`src/rtl/ws2812_pkg.sv`:
```
// Shared widths, default timing constants and FSM encoding for the WS2812 frame path.
package ws2812_pkg;
  localparam int PIX_W           = 6;
  localparam int DATA_W          = 24;
  localparam int LATCH_CYC_DEF   = 15000;
  localparam int TIMEOUT_CYC_DEF = 2000000;

  typedef enum logic [1:0] {IDLE, START, STREAM, LATCH} state_t;
endpackage

```
`src/rtl/ws2812_arb_pick.sv`:
```
// Combinational grant picker: the mode-preferred requester if it is pending,
// otherwise the lowest pending index.
module ws2812_arb_pick #(
  parameter int NUM_REQ = 2
) (
  input  logic [NUM_REQ-1:0] pending,
  input  logic [1:0]         mode,
  output logic [1:0]         grant,
  output logic               valid
);
  always_comb begin
    grant = 2'd0;
    valid = |pending;
    for (int i = NUM_REQ - 1; i >= 0; i--) begin
      if (pending[i]) grant = i[1:0];
    end
    if (mode == 2'b00 && pending[0]) grant = 2'd0;
    else if (mode == 2'b10 && pending[1]) grant = 2'd1;
  end
endmodule

```
`src/rtl/ws2812_arbiter.sv`:
```
// Grants the shared ws2812_ctrl to one requester for a whole frame, routes pixel
// fetches to the owner, enforces the latch gap and aborts stalled frames.
module ws2812_arbiter
  import ws2812_pkg::*;
#(
  parameter int NUM_REQ     = 2,
  parameter int LED_NUM     = 64,
  parameter int LATCH_CYC   = LATCH_CYC_DEF,
  parameter int TIMEOUT_CYC = TIMEOUT_CYC_DEF
) (
  input  logic                      sys_clk,
  input  logic                      sys_rst_n,
  input  logic [1:0]                mode,
  input  logic [NUM_REQ-1:0]        req_start,
  input  logic [NUM_REQ*PIX_W-1:0]  req_cfg_num,
  input  logic [NUM_REQ*DATA_W-1:0] req_cfg_data,
  output logic [NUM_REQ-1:0]        req_cfg_start,
  output logic [NUM_REQ-1:0]        req_done,
  input  logic                      ctrl_cfg_start,
  output logic                      ctrl_start,
  output logic [PIX_W-1:0]          ctrl_cfg_num,
  output logic [DATA_W-1:0]         ctrl_cfg_data,
  output logic                      busy,
  output logic [1:0]                owner,
  output logic                      timeout_err
);
  localparam int PIX_CW = (LED_NUM > 1) ? $clog2(LED_NUM) : 1;
  localparam int LAT_CW = (LATCH_CYC > 1) ? $clog2(LATCH_CYC) : 1;
  localparam int WD_CW  = (TIMEOUT_CYC > 1) ? $clog2(TIMEOUT_CYC) : 1;
  localparam logic [PIX_CW-1:0] PIX_LAST = PIX_CW'(LED_NUM - 1);
  localparam logic [LAT_CW-1:0] LAT_LAST = LAT_CW'(LATCH_CYC - 1);
  localparam logic [WD_CW-1:0]  WD_LAST  = WD_CW'(TIMEOUT_CYC - 1);

  state_t              state, state_nxt;
  logic [NUM_REQ-1:0]  pending, grant_oh;
  logic [1:0]          pick_grant;
  logic                pick_vld, grant_now;
  logic [PIX_CW-1:0]   pix_cnt;
  logic [LAT_CW-1:0]   lat_cnt;
  logic [WD_CW-1:0]    wd_cnt;
  logic                last_pix, done_pulse;

  ws2812_arb_pick #(.NUM_REQ(NUM_REQ)) u_pick (
    .pending (pending),
    .mode    (mode),
    .grant   (pick_grant),
    .valid   (pick_vld)
  );

  assign grant_now = (state == IDLE) && pick_vld;
  assign grant_oh  = NUM_REQ'(1) << pick_grant;
  assign last_pix  = ctrl_cfg_start && (pix_cnt == PIX_LAST);

  always_ff @(posedge sys_clk or negedge sys_rst_n) begin
    if (!sys_rst_n) state <= IDLE;
    else            state <= state_nxt;
  end

  // A completed frame takes priority over a watchdog hit in the same cycle.
  always_comb begin
    state_nxt   = state;
    ctrl_start  = 1'b0;
    busy        = 1'b0;
    timeout_err = 1'b0;
    done_pulse  = 1'b0;
    case (state)
      IDLE:   if (pick_vld) state_nxt = START;
      START: begin
        busy       = 1'b1;
        ctrl_start = 1'b1;
        state_nxt  = STREAM;
      end
      STREAM: begin
        busy = 1'b1;
        if (last_pix) begin
          state_nxt = LATCH;
        end else if (wd_cnt == WD_LAST) begin
          timeout_err = 1'b1;
          state_nxt   = IDLE;
        end
      end
      LATCH: begin
        busy = 1'b1;
        if (lat_cnt == LAT_LAST) begin
          done_pulse = 1'b1;
          state_nxt  = IDLE;
        end
      end
      default: state_nxt = IDLE;
    endcase
  end

  always_comb begin
    req_cfg_start = '0;
    req_done      = '0;
    ctrl_cfg_num  = '0;
    ctrl_cfg_data = '0;
    for (int i = 0; i < NUM_REQ; i++) begin
      if (owner == i[1:0]) begin
        req_cfg_start[i] = (state == STREAM) && ctrl_cfg_start;
        req_done[i]      = done_pulse;
        if (busy) begin
          ctrl_cfg_num  = req_cfg_num[PIX_W*i +: PIX_W];
          ctrl_cfg_data = req_cfg_data[DATA_W*i +: DATA_W];
        end
      end
    end
  end

  always_ff @(posedge sys_clk or negedge sys_rst_n) begin
    if (!sys_rst_n) begin
      pending <= '0;
      owner   <= 2'd0;
      pix_cnt <= '0;
      lat_cnt <= '0;
      wd_cnt  <= '0;
    end else begin
      pending <= (pending & ~(grant_now ? grant_oh : '0)) | req_start;
      if (grant_now) owner <= pick_grant;

      if (state == START)                                      pix_cnt <= '0;
      else if (state == STREAM && ctrl_cfg_start && !last_pix) pix_cnt <= pix_cnt + 1'b1;

      if (state == START)       wd_cnt <= '0;
      else if (state == STREAM) wd_cnt <= wd_cnt + 1'b1;

      if (state == LATCH) lat_cnt <= lat_cnt + 1'b1;
      else                lat_cnt <= '0;
    end
  end
endmodule

```
`config.mk`:
```
export PLATFORM = sky130hd
export DESIGN_NAME = ws2812_arbiter
export DESIGN_NICKNAME = d
export VERILOG_FILES = /design/src/rtl/ws2812_pkg.sv /design/src/rtl/ws2812_arb_pick.sv /design/src/rtl/ws2812_arbiter.sv
export SDC_FILE = /design/constraint.sdc
export NUM_CORES = 1
export LEC_CHECK = 0
export BUFFER_PORTS_ARGS = -buffer_cell sky130_fd_sc_hd__buf_2
export CORE_MARGIN = 2
export CORE_UTILIZATION = 40
export DETAILED_ROUTE_END_ITERATION = 7
export GPL_ROUTABILITY_DRIVEN = 0
export PLACE_DENSITY = 0.67
export SYNTH_ARGS = -nofsm -noshare
export SYNTH_HDL_FRONTEND = slang
export SYNTH_HIERARCHICAL = 1
export SYNTH_SLANG_ARGS = --single-unit
export TNS_END_PERCENT = 50
```
`constraint.sdc`:
```
create_clock -name sys_clk -period 2.54 [get_ports sys_clk]
set_input_delay 0.254 -clock sys_clk [delete_from_list [all_inputs] [get_ports sys_clk]]
set_output_delay 0.254 -clock sys_clk [all_outputs]
set_load 0.005 [all_outputs]
```
==> out/metrics.yaml <==
routing:
  drt-vias-per-instance: 4.91
  first_pass_iters: 4
  drtIter0Drc: 115
  wl_per_cell_um: 13.3
  num_vias: 2534
  antenna_left: 0
  finalWirelength_mm: 6.87
  drc: 0
floorplanning:
  die_area_sq_mm: 0.00799
  initial_core_util: 0.408
  rows: 31
  fp.dieW_um: 89.4
  core_sq_mm: 0.00714
  io_pins: 106
  die_y_um: 89.4
sta:
  fin_ws_ns: 0.0783
  period_share: 0.969
  drv_slew: 0
  max_freq_mhz: 406
  fin_skew_ns: 0.00906
  relSlewSlack: 0.384
  setup_viol: 0
  hold_viol: 0
  whs_ns: 0.127
  period_needed_ns: 2.46
  rsz0062_at_grt: "no"
  worstMarginPinSlew_ns: 0.924
  fin_tns_setup_ns: 0
pwr:
  p_clk_frac: 0.228
  vdd_ir_drop_max_mv: 0.593
  combPwrFrac: 0.414
  p_switching_mw: 1.06
  p_leak_nw: 1.85
  pwr-share-seq: 0.358
  sw_frac_of_total: 0.373
  power_density_mw_per_mm2: 777
  intPower_mw: 1.79
clock_network:
  clkLatencyLatePin_ns: 0.30
  h-tree-depth: 2
  cts_num_sinks: 47
  cts_tree: "built"
  clockBufferDepth: 2
  cts_root_buf: "clkbuf_8"
  cts_buffers: 5
  cts_setup_buffers: 0
  worst_setup_hold_path_clk_slew_ns: 0.09
grt:
  use_met3: 0.0295
  grtUsageMet1: 0.216
  grt_util_all_layers: 0.166
  grt_max_degree: 37
  grt_pass1_wl_mm: 10.2
  grt_pass1_vias: 2167
  grt-ovfl-total: 0
  met2_usage: 0.279
  grt_busiest_layer: "met2"
  antenna_found_initial: 0
critical_path:
  cp.required_ns: 2.29
  cp_num_cells: 5
  crit_slowest_cell: "or4_4"
  end_kind: "output pin"
  path_max_fanout: 4
  critPathArrivalTime_ns: 2.21
  critical_path_buf_inv_count: 1
  r2r_end: "wd_cnt[9]$_DFFE_PN0P_"
  timing.rr.start: "state[1]$_DFFE_PN0P_"
  worstSetupPathType: "reg2out"
  rr_worst_depth: 7
  setup.worst_path.start_class: "flip-flop"
  path_delay_family: "simple AND/OR/NAND/NOR gates"
  crit_chain: "ha_1 -> nand2_1 -> or4_4 -> nor4b_1 -> buf_2"
  rrSetupSlack_ns: 0.44
  startpoint: "lat_cnt[0]$_DFF_PN0_"
  slowest_delay_ns: 0.56
  endpoint: "req_done[0]"
outcome:
  status: "complete, no violations"
synth:
  yosysUniqueCellTypes: 47
  yosysTopAreaCell: "dfrtp_1"
  synthTopCellsByCount: "nor2_1 (57), dfrtp_1 (47), mux2i_1 (32)"
  synth_xor_area_frac: 0.0931
  synth_edf_count: 0
  synth_cells: 314
  ys_ff_latch: 47
  synth_fa_ha_area_frac: 0.0343
  yosysMostFrequentCell: "nor2_1"
  synth_area_leaders: "dfrtp_1 (40%), mux2i_1 (11%), nor2_1 (7.3%)"
  ys_seq_area_frac: 0.403
  synthFlopType: "dfrtp_1"
  muxShareOfSynthArea: 0.118
  synthesis.nets: 389
  syn_area_per_cell_sq_um: 9.28
  synth_top_family_by_area: "simple AND/OR/NAND/NOR gates"
  yosys.area.top_type_share: 0.403
  synthSimpleGateAreaFrac: 0.274
  async_flop_share: 1.00
  yosysWarningCount: 6
  synth_area_sq_mm: 0.00292
  synth_compound_area_frac: 0.0459
place:
  dp_hpwl_mm: 5.20
  portBuffers: 105
  post-place-ws_ns: 0.381
layout:
  final_util: 0.515
  drive_gt1_frac: 0.305
  num-fill-cells: 693
  antenna_cells: 0
  area_delta_synth_final_pct: 26.1
  nets: 491
run:
  drv_cap: 0
worst_hold_path:
  hold_path.class: "in2reg"
## repair_timing
item                      in CTS  in global routing
hold buffers                   1                  0
gates resized for setup        0                  0
hold endpoints to repair      15                  0
## cells in the final DEF (no fill, tap or decap), drive strengths merged, types with 5 or more instances in the layout
cell,count
clkbuf,5
and4,5
o21ai,8
ha,8
dfrtp,47
nor2,57
xor2,21
nand4,7
xnor2,10
and3,8
inv,6
nand2,18
and2,13
buf,109
nand3,17
mux2i,32
## through the flow
step	instance area [sq um]	cells	power, mW
floorplan	2920	314	1.77
global placement	3530	507	2.20
detailed placement	3530	507	2.24
CTS	3680	516	2.89
global route	3680	516	3.10
finish	3680	516	2.86
## worst min-delay path by stage
stage | from | endpoint | slack, ns | depth (start not counted)
3_5_place_dp | sys_rst_n | wd_cnt[12]$_DFFE_PN0P_ | 0.33 | 1
2_1_floorplan | sys_rst_n | lat_cnt[0]$_DFF_PN0_ | -0.04 | 0
6_report | req_start[1] | pending[1]$_DFF_PN0_ | 0.13 | 2
3_3_place_gp | sys_rst_n | wd_cnt[15]$_DFFE_PN0P_ | 0.33 | 1
5_1_grt | req_start[1] | pending[1]$_DFF_PN0_ | 0.13 | 2
4_1_cts | req_start[1] | pending[1]$_DFF_PN0_ | 0.12 | 2
## layer usage
layer  wire length (um)  vias to the layer above  part of all wire
li1                   -                     1270                 -
met1               2930                     1182              0.43
met2               3370                       76              0.49
met4                 91                        0             0.013
met3                468                        6             0.068
met5                  0                        -                 0
## power by group through the flow
stage                     Sequential [mW]  Combinational, mW  Clock [mW]
final                                1.02               1.18       0.651
after global routing                 1.05               1.35       0.703
after CTS                            1.02               1.21       0.663
after detailed placement             1.04               1.20           0
after global placement               1.03               1.18           0
after floorplan                     0.913              0.861           0
## cell families (layout without fill, tap and decap cells)
family / after synthesis / in the layout
buffers and inverters: 21 / 124
adders and majority gates: 8 / 8
AOI/OAI and AO/OA: 20 / 20
other: 1 / 1
muxes: 34 / 34
DFF: 47 / 47
and+or+nand+nor: 152 / 152
xor gates and xnor gates: 31 / 31
## state kept, by name, summed over array words and instances, names as in the netlist
signal / flops
lat_cnt: 14
owner: 2
pending: 2
pix_cnt: 6
state: 2
wd_cnt: 21
## worst reg2reg max path, stage by stage, from the launching register on
cell     delay [ns]
dfrtp_1        0.44
inv_1          0.11
ha_1           0.44
nand3_1        0.17
nor3_2         0.39
nand4_1        0.19
xor2_1         0.16
nor2_1         0.05
## final cells by class
class	count	area, sq um	share of cell area
clock buffers	5	68.8	0.0187
clock inverters	3	67.6	0.0184
inverters	6	22.5	0.00612
flip-flops and latches	47	1180	0.320
well taps	99	124	0.0337
multi-input cells	246	1650	0.449
repair buffers	110	566	0.154
Note: power is estimated with default switching activity, not from simulation.
